<file path="src/rtl/term_out_pkg.sv">
// Shared types and constants for the terminal character-output stage.
// TERM_OUT_FILTER_EN selects the optional control-character input filter.
package term_pkg;

    localparam int CHAR_W = 7;

    localparam logic [CHAR_W-1:0] ASCII_CR    = 7'h0D;
    localparam logic [CHAR_W-1:0] ASCII_DEL   = 7'h7F;
    localparam logic [CHAR_W-1:0] ASCII_SPACE = 7'h20;

    typedef enum logic [1:0] {
        IDLE,
        STROBE,
        GAP
    } term_state_t;

    // CR survives the filter; other controls and DEL do not
    function automatic logic char_allowed(input logic [CHAR_W-1:0] c);
        return !(((c < ASCII_SPACE) && (c != ASCII_CR)) || (c == ASCII_DEL));
    endfunction

endpackage

</file>
<file path="src/rtl/term_out_char_fifo.sv">
// Small synchronous character FIFO with combinational head output.
// Pointers wrap naturally because DEPTH is a power of two.
module char_fifo #(
    parameter int DEPTH  = 8,
    parameter int CHAR_W = 7
) (
    input  logic                       clk,
    input  logic                       rst_n,
    input  logic                       push,
    input  logic                       pop,
    input  logic [CHAR_W-1:0]          din,
    output logic [CHAR_W-1:0]          dout,
    output logic [$clog2(DEPTH):0]     count,
    output logic                       full,
    output logic                       empty
);

    localparam int AW = $clog2(DEPTH);
    localparam int CW = AW + 1;

    logic [CHAR_W-1:0] r_mem [DEPTH];
    logic [AW-1:0]     r_wr_ptr;
    logic [AW-1:0]     r_rd_ptr;
    logic [CW-1:0]     r_count;
    logic              w_push;
    logic              w_pop;

    assign full   = (r_count == CW'(DEPTH));
    assign empty  = (r_count == '0);
    assign count  = r_count;
    assign dout   = r_mem[r_rd_ptr];
    assign w_push = push && !full;
    assign w_pop  = pop && !empty;

    always_ff @(posedge clk) begin
        if (w_push) begin
            r_mem[r_wr_ptr] <= din;
        end
    end

    always_ff @(posedge clk or negedge rst_n) begin
        if (!rst_n) begin
            r_wr_ptr <= '0;
            r_rd_ptr <= '0;
            r_count  <= '0;
        end else begin
            if (w_push) begin
                r_wr_ptr <= r_wr_ptr + 1'b1;
            end
            if (w_pop) begin
                r_rd_ptr <= r_rd_ptr + 1'b1;
            end
            if (w_push && !w_pop) begin
                r_count <= r_count + 1'b1;
            end else if (w_pop && !w_push) begin
                r_count <= r_count - 1'b1;
            end
        end
    end

endmodule

</file>
<file path="src/rtl/term_out.sv">
// Terminal output stage: buffers CPU characters and replays them as paced strobes.
// Define TERM_OUT_FILTER_EN to drop control characters (except CR) and DEL.
module term_out
    import term_pkg::*;
#(
    parameter int DEPTH    = 8,
    parameter int STB_HOLD = 4,
    parameter int STB_GAP  = 4
) (
    input  logic              clk,
    input  logic              rst_n,
    input  logic [CHAR_W-1:0] wr_data,
    input  logic              wr_stb,
    output logic              busy,
    output logic              ovf,
    output logic [CHAR_W-1:0] out_char,
    output logic              out_stb
);

    localparam int CW   = $clog2(DEPTH) + 1;
    localparam int TMAX = (STB_HOLD > STB_GAP) ? STB_HOLD : STB_GAP;
    localparam int TW   = (TMAX > 1) ? $clog2(TMAX) : 1;

    localparam logic [TW-1:0] HOLD_LD = TW'(STB_HOLD - 1);
    localparam logic [TW-1:0] GAP_LD  = TW'(STB_GAP - 1);

    term_state_t       r_state;
    term_state_t       w_state_nxt;
    logic [TW-1:0]     r_timer;
    logic [TW-1:0]     w_timer_nxt;
    logic [CHAR_W-1:0] r_char;
    logic [CHAR_W-1:0] w_char_nxt;
    logic              r_stb;
    logic              w_stb_nxt;
    logic              r_ovf;

    logic              w_keep;
    logic              w_push;
    logic              w_pop;
    logic [CHAR_W-1:0] w_head;
    logic [CW-1:0]     w_count;
    logic              w_full;
    logic              w_empty;

`ifdef TERM_OUT_FILTER_EN
    assign w_keep = char_allowed(wr_data);
`else
    assign w_keep = 1'b1;
`endif

    // Fullness is judged on the registered count, so a same-cycle pop never helps
    assign busy   = (w_count == CW'(DEPTH));
    assign w_push = wr_stb && w_keep && !busy;

    char_fifo #(
        .DEPTH  (DEPTH),
        .CHAR_W (CHAR_W)
    ) u_fifo (
        .clk   (clk),
        .rst_n (rst_n),
        .push  (w_push),
        .pop   (w_pop),
        .din   (wr_data),
        .dout  (w_head),
        .count (w_count),
        .full  (w_full),
        .empty (w_empty)
    );

    always_comb begin
        w_state_nxt = r_state;
        w_timer_nxt = r_timer;
        w_char_nxt  = r_char;
        w_stb_nxt   = r_stb;
        w_pop       = 1'b0;
        unique case (r_state)
            IDLE: begin
                if (!w_empty) begin
                    w_pop       = 1'b1;
                    w_char_nxt  = w_head;
                    w_stb_nxt   = 1'b1;
                    w_timer_nxt = HOLD_LD;
                    w_state_nxt = STROBE;
                end
            end
            STROBE: begin
                if (r_timer == '0) begin
                    w_stb_nxt   = 1'b0;
                    w_timer_nxt = GAP_LD;
                    w_state_nxt = GAP;
                end else begin
                    w_timer_nxt = r_timer - 1'b1;
                end
            end
            GAP: begin
                if (r_timer == '0) begin
                    w_state_nxt = IDLE;
                end else begin
                    w_timer_nxt = r_timer - 1'b1;
                end
            end
            default: begin
                w_stb_nxt   = 1'b0;
                w_state_nxt = IDLE;
            end
        endcase
    end

    always_ff @(posedge clk or negedge rst_n) begin
        if (!rst_n) begin
            r_state <= IDLE;
            r_timer <= '0;
            r_char  <= '0;
            r_stb   <= 1'b0;
            r_ovf   <= 1'b0;
        end else begin
            r_state <= w_state_nxt;
            r_timer <= w_timer_nxt;
            r_char  <= w_char_nxt;
            r_stb   <= w_stb_nxt;
            r_ovf   <= r_ovf | (wr_stb && w_keep && w_full);
        end
    end

    assign ovf      = r_ovf;
    assign out_char = r_char;
    assign out_stb  = r_stb;

endmodule

</file>
<file path="config.mk">
export PLATFORM = sky130hd
export DESIGN_NAME = term_out
export DESIGN_NICKNAME = d
export VERILOG_FILES = /design/src/rtl/term_out_pkg.sv /design/src/rtl/term_out_char_fifo.sv /design/src/rtl/term_out.sv
export SDC_FILE = /design/constraint.sdc
export NUM_CORES = 1
export LEC_CHECK = 0
export ABC_CLOCK_PERIOD_IN_PS = 5260
export BUFFER_PORTS_ARGS = -buffer_cell sky130_fd_sc_hd__buf_2
export CORE_MARGIN = 5
export CORE_UTILIZATION = 50
export DETAILED_ROUTE_END_ITERATION = 16
export GPL_ROUTABILITY_DRIVEN = 1
export GPL_TIMING_DRIVEN = 1
export PLACE_DENSITY = 0.68
export SLEW_MARGIN = 20
export SYNTH_ARGS = -nofsm -noshare
export SYNTH_HDL_FRONTEND = slang
export SYNTH_SLANG_ARGS = --single-unit
</file>
<file path="constraint.sdc">
create_clock -name clk -period 5.26 [get_ports clk]
set_input_delay 1.052 -clock clk [delete_from_list [all_inputs] [get_ports clk]]
set_output_delay 1.052 -clock clk [all_outputs]
set_load 0.03 [all_outputs]
</file>
==> results of run 1 <==
-- cells in the mapped netlist (all sizes together) (5+ instances only) --
cell type	n
a21oi	7
a221o	7
buf	6
dfrtp	23
edfxtp	56
ha	10
inv	8
mux2	16
mux2i	15
nand2	19
nand2b	5
nor2	8
nor3	7
o21ai	11
o22ai	8
xnor2	5
-- area by class of cell --
type | instances | share of cell area, %
Inverter | 8 | 0.802
Sequential cell | 79 | 60.3
Clock buffer | 9 | 3.31
Timing Repair Buffer | 21 | 2.94
Tap cell | 80 | 2.67
Multi-Input combinational cell | 133 | 28.5
Clock inverter | 7 | 1.47
-- cell families after synthesis --
group	Yosys count	share of synthesized area [%]
AOI/OAI and AO/OA	42	8.75
xor gates and xnor gates	6	1.54
adders and majority gates	11	4.24
buffers and inverters	16	3.22
DFF	79	66.0
muxes	31	9.66
and+or+nand+nor	43	6.59
-- critical path, stage by stage, from the launching register on --
cell and delay, ns:
dfrtp_1 0.51, nor4_4 0.39, nand2b_1 0.65, ha_1 0.35, inv_1 0.13, ha_1 0.29, a21o_1 0.21, a2111oi_0 0.41
o31ai_1 0.13
-- power breakdown --
part	total, mW	leakage [nW]	switching [mW]	internal, mW
Sequential	0.945	0.780	0.113	0.832
Combinational	0.935	0.553	0.537	0.398
Clock	0.402	0.0919	0.225	0.177
-- flip-flops by register name (all words and copies together) (netlist names) --
signal / cells
u_fifo.r_rd_ptr: 3
out_stb: 1
ovf: 1
out_char: 7
r_state: 2
u_fifo.count: 4
u_fifo.r_mem: 56
r_timer: 2
u_fifo.r_wr_ptr: 3
-- final timing paths --
path	slack, ns	endpoint	startpoint
setup / recovery	2.06	u_fifo.count[3]$_DFFE_PN0P_	u_fifo.count[0]$_DFFE_PN0P_
hold / removal	0.45	ovf$_DFF_PN0_	ovf$_DFF_PN0_
setup reg to reg	2.06	u_fifo.count[3]$_DFFE_PN0P_	u_fifo.count[0]$_DFFE_PN0P_
hold reg to reg	0.45	ovf$_DFF_PN0_	ovf$_DFF_PN0_
max in group asynchronous	4.24	u_fifo.r_rd_ptr[2]$_DFFE_PN0P_	rst_n
min in group asynchronous	0.68	r_timer[0]$_DFFE_PN0P_	rst_n
-- stage by stage --
step	utilization, %	cell area (µm²)	hold slack (ns)
global placement	52.8	3550	0.434
finish	55.7	3740	0.453
floorplan	-	3420	0.503
CTS	55.5	3730	0.457
detailed placement	52.8	3550	0.439
global route	55.7	3740	0.483
-- per-layer routing --
layer / vias up / GRT usage (%) / wire [µm]
met4: 0 / 6.23 / 63
met3: 5 / 3.01 / 234
met5: - / 0 / 0
met2: 39 / 22.7 / 2700
li1: 907 / - / -
met1: 916 / 20.0 / 2770
==> flow_metrics.env, run 1 <==
export IMPL_period_needed_ns=3.20
export IMPL_postSynthCellCount=228
export IMPL_maxCapViolCount=0
export IMPL_area_delta_synth_final_pct=9.48
export IMPL_grt_first_pass_wirelength_um=9520
export IMPL_ir_drop_mv=0.175
export IMPL_finalCritPeriodShare_pct=60.9
export IMPL_worst_slew_pin_slew_ns=1.08
export IMPL_place_gp_congestion=0.806
export IMPL_drive_above_1_share_pct=24.9
export IMPL_dieArea_um2=8590
export IMPL_synth_edf_count=56
export IMPL_grt_max_degree=31
export IMPL_power_total_mw=2.28
export IMPL_cp_data_required_time_ns=5.47
export IMPL_synth_area_top_cells="edfxtp_1 49%, dfrtp_1 17%, mux2_2 5.3%, mux2i_1 4.4%, ha_1 3.7%"
export IMPL_cp_max_fo=18
export IMPL_endpoint_kind="flip-flop"
export IMPL_fillers=546
export IMPL_cts_setup_buffers=0
export IMPL_dp_hpwl_um=3830
export IMPL_wl_um=5760
export IMPL_htree_num_levels=3
export IMPL_whs_path_depth=1
export IMPL_power_density_nw_per_um2=609
export IMPL_dp_cells=321
export IMPL_antenna_found_initial=0
export IMPL_io_pins=20
export IMPL_rsz0062_at_grt="false"
export IMPL_outcome="complete, no violations"
export IMPL_initial_core_util_pct=50.9
export IMPL_fmax_mhz=312
export IMPL_path_clk_slew_ns=0.08
export IMPL_finalClockSkew_ns=0.00803
export IMPL_avgSynthCellArea_um2=15.0
export IMPL_setup_violations=0
export IMPL_grtUsageTotal_pct=14.6
export IMPL_async_reset_ff_share_pct=29.1
export IMPL_detail_route_vias_per_cell=5.54
export IMPL_wl_per_cell_um=17.1
export IMPL_yosys_warnings=0
export IMPL_core_um2=6720
export IMPL_clock_root_buffer="clkbuf_8"
export IMPL_port_buffers=19
export IMPL_seq_area_um2=2260
export IMPL_first_pass_iters=4
export IMPL_critPathArrivalTime_ns=3.42
export IMPL_cp_start_kind="flip-flop"
export IMPL_diodes=0
export IMPL_slew_headroom_pct=27.3
export IMPL_grt_overflow=0
export IMPL_grt_pass1_vias=1890
export IMPL_vias=1867
export IMPL_syn_nets=249
export IMPL_final_setup_worst_slack_ns=2.06
export IMPL_final_cell_mix="56 x edfxtp_1, 23 x dfrtp_1, 19 x nand2_1, 19 x buf_2, 16 x mux2_2"
export IMPL_cts_resized=0
export IMPL_clock_sinks=79
export IMPL_ys_flop_type="edfxtp_1"
export IMPL_criticalPathCategory="flip-flop to flip-flop"
export IMPL_fin_tns_setup_ns=0
export IMPL_drtAntennaViolNets=0
export IMPL_multi_input_area_um2=1070
export IMPL_num_rows=30
export IMPL_synth_area_um2=3420
export IMPL_seq_area_frac_synth_pct=66.0
export IMPL_synth_cell_types=35
export IMPL_clock_latency_ns=0.34
export IMPL_drtIter0Drc=119
export IMPL_ys_ff_latch=79
export IMPL_die_h_um=92.7
export IMPL_cts_tree="done"
export IMPL_cts_made_buffers=9
export IMPL_fp_dieW_um=92.7
export IMPL_final_cells=337
export IMPL_clk_path_buf_depth=2
export IMPL_final_hold_violation_count=0
export IMPL_drc=0
export IMPL_yosys_area_top_type="edfxtp_1"
export IMPL_final_common_cell="edfxtp_1"
export IMPL_yosysTopAreaCellShare_pct=49.2
export IMPL_p_leak_nw=1.42
export IMPL_hold_buffers=0
export IMPL_reg2reg_depth=8
export IMPL_final_max_slew_viol_count=0
export IMPL_final_nets=273
export IMPL_hold_path_class="flip-flop to flip-flop"
export IMPL_dp_slack_ns=2.05
No activity file was read; power rests on OpenSTA's default activity.
==> inputs of run 2 (changes only) <==
- ABC_CLOCK_PERIOD_IN_PS: 5260 -> 2700
- PLACE_DENSITY: 0.68 -> 0.7
- clock period: 5.26 -> 2.7 ns (I/O delays scaled with it)
==> run 2 against run 1 <==
Against the previous run:
- combinational power is 99% higher
- setup slack worse by 1.8 ns
- global-route usage is 0.30 points higher
- critical endpoint unchanged
- largest cell class unchanged
- largest power group unchanged
==> flow_metrics.env, run 2 (same netlist as run 1, synthesis figures left out) <==
export IMPL_reg2reg_depth=10
export IMPL_initial_core_util_pct=50.9
export IMPL_internal_power_mw=2.89
export IMPL_final_hold_violation_count=0
export IMPL_power_density_nw_per_um2=1210
export IMPL_drtIter0Drc=74
export IMPL_rsz0062_at_grt="false"
export IMPL_cts_tree="done"
export IMPL_endpoint_kind="flip-flop"
export IMPL_hold_buffers=0
export IMPL_wl_um=5800
export IMPL_hold_path_class="primary input to async pin"
export IMPL_final_common_cell="edfxtp_1"
export IMPL_final_max_slew_viol_count=0
export IMPL_fin_tns_setup_ns=0
export IMPL_final_setup_worst_slack_ns=0.241
export IMPL_swShare_pct=37.7
export IMPL_maxCapViolCount=0
export IMPL_setup_violations=0
export IMPL_outcome="complete, no violations"
export IMPL_drive_above_1_share_pct=28.2
export IMPL_criticalPathCategory="flip-flop to flip-flop"
export IMPL_grtUsageTotal_pct=14.9
export IMPL_drc=0
export IMPL_dieArea_um2=8590
export IMPL_area_delta_synth_final_pct=11.7
export IMPL_critPathArrivalTime_ns=2.69
export IMPL_final_cell_mix="56 x edfxtp_1, 21 x dfrtp_1, 19 x nand2_1, 19 x buf_2, 16 x mux2_2"
export IMPL_p_leak_nw=1.46
export IMPL_slew_headroom_pct=30.6
export IMPL_cp_data_required_time_ns=2.93
export IMPL_fillers=520
export IMPL_io_pins=20
export IMPL_clock_sinks=79
export IMPL_die_h_um=92.7
export IMPL_largest_reg_flops=56
export IMPL_grt_overflow=0
export IMPL_p_sw_mw=1.75
export IMPL_grt_pass1_vias=1902
export IMPL_vias=1908
export IMPL_path_clk_slew_ns=0.09
export IMPL_pwr_share_seq_pct=40.6
export IMPL_reg2reg_slack_ns=0.24
export IMPL_period_needed_ns=2.46
export IMPL_first_pass_iters=4
export IMPL_clock_latency_ns=0.35
export IMPL_place_gp_congestion=0.736
export IMPL_worst_slew_pin_slew_ns=1.03
export IMPL_cts_resized=0
export IMPL_r2r_end="u_fifo.count[3]$_DFFE_PN0P_"
export IMPL_top_register="u_fifo.r_mem"
export IMPL_final_area_um2=3820
export IMPL_clockPowerShare_pct=19.3
export IMPL_clk_path_buf_depth=2
export IMPL_port_buffers=19
export IMPL_fp_dieW_um=92.7
export IMPL_htree_num_levels=3
export IMPL_fmax_mhz=407
export IMPL_ir_drop_mv=0.378
export IMPL_core_um2=6720
export IMPL_cp_start_kind="flip-flop"
export IMPL_comb_power_share_pct=40.1
export IMPL_dp_slack_ns=0.227
export IMPL_wl_per_cell_um=16.9
export IMPL_final_nets=278
export IMPL_cp_max_fo=5
export IMPL_detail_route_vias_per_cell=5.58
export IMPL_antenna_found_initial=0
export IMPL_diodes=0
export IMPL_drtAntennaViolNets=0
export IMPL_place_area_um2=3580
export IMPL_clock_root_buffer="clkbuf_8"
export IMPL_regToRegStartpoint="u_fifo.count[0]$_DFFE_PN0P_"
export IMPL_num_rows=30
export IMPL_grt_max_degree=24
export IMPL_finalClockSkew_ns=0.0129
export IMPL_dp_hpwl_um=3920
export IMPL_cts_setup_buffers=0
export IMPL_finalCritPeriodShare_pct=91.1
export IMPL_grt_first_pass_wirelength_um=9690
export IMPL_cts_made_buffers=9
[run 2: per-stage QoR]
| stage | hold slack (ns) | total power [mW] | util (%) | cells |
|---|---|---|---|---|
| 2_1_floorplan | 0.244 | 3.40 | - | 228 |
| 3_3_place_gp | 0.440 | 3.71 | 53.3 | 323 |
| 3_5_place_dp | 0.441 | 3.77 | 53.3 | 323 |
| 4_1_cts | 0.164 | 4.67 | 56.4 | 339 |
| 5_1_grt | 0.199 | 4.96 | 56.9 | 342 |
| 6_report | 0.152 | 4.64 | 56.9 | 342 |
[run 2: final cells by class]
cell class	count	area (µm²)	area share [%]
multi-input combinational	133	1080	28.2
clock inverter	7	80.1	2.10
clock buffer	9	124	3.24
timing repair buffer	26	148	3.87
sequential	79	2260	59.2
inverter	8	30.0	0.786
tap	80	100	2.62
[run 2: power groups by stage]
stage	Sequential (mW)	Clock, mW	Combinational (mW)
after floorplan	1.96	0	1.45
after global placement	1.90	0	1.81
after detailed placement	1.91	0	1.85
after CTS	1.89	0.919	1.86
after global routing	1.93	0.968	2.07
final	1.88	0.894	1.86
[run 2: layer usage]
layer  global-route usage, %  share of wire [%]
met3                    3.41                4.0
met1                    21.2                 48
met2                    21.9                 47
met5                       0                  0
met4                    6.59                1.3
[run 2: how the worst max path moves through the flow]
stage	depth (start not counted)	startpoint	slack, ns	endpoint
detailed placement	9	u_fifo.count[1]$_DFFE_PN0P_	0.23	u_fifo.count[3]$_DFFE_PN0P_
global route	10	u_fifo.count[0]$_DFFE_PN0P_	0.004	u_fifo.count[3]$_DFFE_PN0P_
floorplan	10	u_fifo.count[0]$_DFFE_PN0P_	0.02	u_fifo.count[3]$_DFFE_PN0P_
CTS	9	u_fifo.count[1]$_DFFE_PN0P_	0.21	u_fifo.count[3]$_DFFE_PN0P_
finish	10	u_fifo.count[0]$_DFFE_PN0P_	0.24	u_fifo.count[3]$_DFFE_PN0P_
global placement	9	u_fifo.count[0]$_DFFE_PN0P_	0.28	u_fifo.count[3]$_DFFE_PN0P_
[run 2: critical path, stage by stage, from the launching register on]
cell and delay [ns]:
dfrtp_2 0.48, nor4b_4 0.32, nand2b_4 0.21, inv_1 0.08, ha_2 0.22, inv_2 0.10
ha_1 0.23, a21o_1 0.22, a21oi_1 0.21, mux2i_1 0.20, o31ai_1 0.08
==> inputs of run 3 (changes only) <==
==> constraint.sdc (replaced) <==
create_clock -name clk -period 2.7 [get_ports clk]
set_input_delay 0.54 -clock clk [delete_from_list [all_inputs] [get_ports clk]]
set_output_delay 0.54 -clock clk [all_outputs]
set_load 0.01 [all_outputs]
==> run 3 against run 2 <==
Against the previous run:
- total power fell by 3.4%
- count of clock-buffer cells in the layout did not move
- register-to-register slack got worse by 0.04 ns
- non-clock buffer count rose by 3
- clock power fell by 2.8%
- sequential cell count did not move
- largest cell class unchanged
- combinational power fell by 7%
- global-route usage fell by 0.71 points
- first-iteration DRC count fell by 8.1%
- via count fell by 3.3%
- fmax fell by 1.5%
==> flow_metrics.env, run 3 (same netlist as run 1, synthesis figures left out) <==
export IMPL_outcome="complete, no violations"
export IMPL_swShare_pct=35.5
export IMPL_area_delta_synth_final_pct=11.6
export IMPL_initial_core_util_pct=50.9
export IMPL_pwr_share_seq_pct=42.1
export IMPL_endpoint_kind="flip-flop"
export IMPL_period_needed_ns=2.50
export IMPL_cp_start_kind="flip-flop"
export IMPL_clock_latency_ns=0.34
export IMPL_hold_path_class="primary input to async pin"
export IMPL_grt_pass1_vias=1889
export IMPL_utilization_pct=56.8
export IMPL_dieArea_um2=8590
export IMPL_dp_cells=329
export IMPL_cp_max_fo=5
export IMPL_path_clk_slew_ns=0.08
export IMPL_vias=1845
export IMPL_ir_drop_mv=0.352
export IMPL_num_rows=30
export IMPL_clock_sinks=79
export IMPL_diodes=0
export IMPL_final_area_um2=3820
export IMPL_p_sw_mw=1.59
export IMPL_fillers=534
export IMPL_drtIter0Drc=68
export IMPL_power_density_nw_per_um2=1170
export IMPL_wl_um=5500
export IMPL_top_register="u_fifo.r_mem"
export IMPL_grt_first_pass_wirelength_um=9270
export IMPL_place_area_um2=3610
export IMPL_fmax_mhz=401
export IMPL_io_pins=20
export IMPL_cts_setup_buffers=0
export IMPL_grt_overflow=0
export IMPL_final_max_slew_viol_count=0
export IMPL_p_leak_nw=1.47
export IMPL_final_cell_mix="56 x edfxtp_1, 21 x dfrtp_1, 19 x nand2_1, 19 x buf_2, 16 x mux2_2"
export IMPL_criticalPathCategory="flip-flop to flip-flop"
export IMPL_final_hold_violation_count=0
export IMPL_power_total_mw=4.48
export IMPL_multi_input_area_um2=1050
export IMPL_drtAntennaViolNets=0
export IMPL_clock_root_buffer="clkbuf_8"
export IMPL_antenna_found_initial=0
export IMPL_slew_headroom_pct=32.1
export IMPL_comb_power_share_pct=38.5
export IMPL_die_h_um=92.7
export IMPL_finalCritPeriodShare_pct=92.4
export IMPL_fp_dieW_um=92.7
export IMPL_final_common_cell="edfxtp_1"
export IMPL_internal_power_mw=2.89
export IMPL_core_um2=6720
export IMPL_fin_tns_setup_ns=0
export IMPL_dp_hpwl_um=3910
export IMPL_drive_above_1_share_pct=27.2
export IMPL_maxCapViolCount=0
export IMPL_clockPowerShare_pct=19.4
export IMPL_cts_tree="done"
export IMPL_setup_violations=0
export IMPL_place_gp_congestion=0.789
export IMPL_grt_max_degree=24
export IMPL_finalClockSkew_ns=0.0142
export IMPL_largest_reg_flops=56
export IMPL_port_buffers=19
export IMPL_final_nets=281
export IMPL_detail_route_vias_per_cell=5.35
export IMPL_cp_data_required_time_ns=2.92
export IMPL_clk_path_buf_depth=2
export IMPL_drc=0
export IMPL_seq_area_um2=2260
export IMPL_htree_num_levels=3
export IMPL_reg2reg_slack_ns=0.20
export IMPL_wl_per_cell_um=15.9
export IMPL_critPathArrivalTime_ns=2.72
export IMPL_worst_slew_pin_slew_ns=1.01
export IMPL_final_cells=345
export IMPL_cts_made_buffers=9
export IMPL_grtUsageTotal_pct=14.2
export IMPL_rsz0062_at_grt="false"
export IMPL_first_pass_iters=4
[run 3: worst paths after layout]
check / from / end / cells after the start
max reg2reg: u_fifo.count[1]$_DFFE_PN0P_ / u_fifo.count[3]$_DFFE_PN0P_ / 9
min reg2reg: ovf$_DFF_PN0_ / ovf$_DFF_PN0_ / 1
max: u_fifo.count[1]$_DFFE_PN0P_ / u_fifo.count[3]$_DFFE_PN0P_ / 9
min in group clk: wr_stb / ovf$_DFF_PN0_ / 2
min: rst_n / r_state[1]$_DFFE_PN0P_ / 1
max in group asynchronous: rst_n / u_fifo.count[0]$_DFFE_PN0P_ / 1
[run 3: layout make-up]
type / instances / share of cell area (%)
Inverter: 8 / 0.787
Clock inverter: 7 / 2.07
Multi-Input combinational cell: 133 / 27.6
Timing Repair Buffer: 29 / 4.46
Clock buffer: 9 / 3.25
Tap cell: 80 / 2.62
Sequential cell: 79 / 59.2
[run 3: per-layer routing]
| metal | track usage [%] | up-vias | routed length, µm |
|---|---|---|---|
| li1 | - | 922 | - |
| met2 | 21.7 | 32 | 2550 |
| met5 | 0 | - | 0 |
| met1 | 19.3 | 883 | 2660 |
| met3 | 2.60 | 8 | 197 |
| met4 | 7.69 | 0 | 92 |
[run 3: critical path: stages, from the launching register on]
cell and delay, ns:
dfrtp_2 0.47, nor4b_4 0.32, nand2b_1 0.16, inv_1 0.09, ha_1 0.26, inv_2 0.11, ha_1 0.24, a21o_1 0.22
a2111oi_1 0.39, o31ai_1 0.13
[run 3: repair_timing]
action | in CTS | in global routing
setup endpoints to repair | 0 | 1
hold buffers | 0 | 0
resized for setup | 0 | 4
[run 3: per-stage QoR]
stage	worst slack, ns	hold WS (ns)
floorplan	0.115	0.244
global placement	0.213	0.456
detailed placement	0.117	0.442
CTS	0.105	0.163
global route	0.0404	0.200
finish	0.204	0.153
[run 3: power groups by stage]
stage                     clock network, mW  registers, mW  logic [mW]
after CTS                             0.898           1.89        1.73
after global placement                    0           1.90        1.68
final                                 0.869           1.89        1.73
after detailed placement                  0           1.92        1.72
after floorplan                           0           1.86        1.41
after global routing                  0.947           1.93        1.94
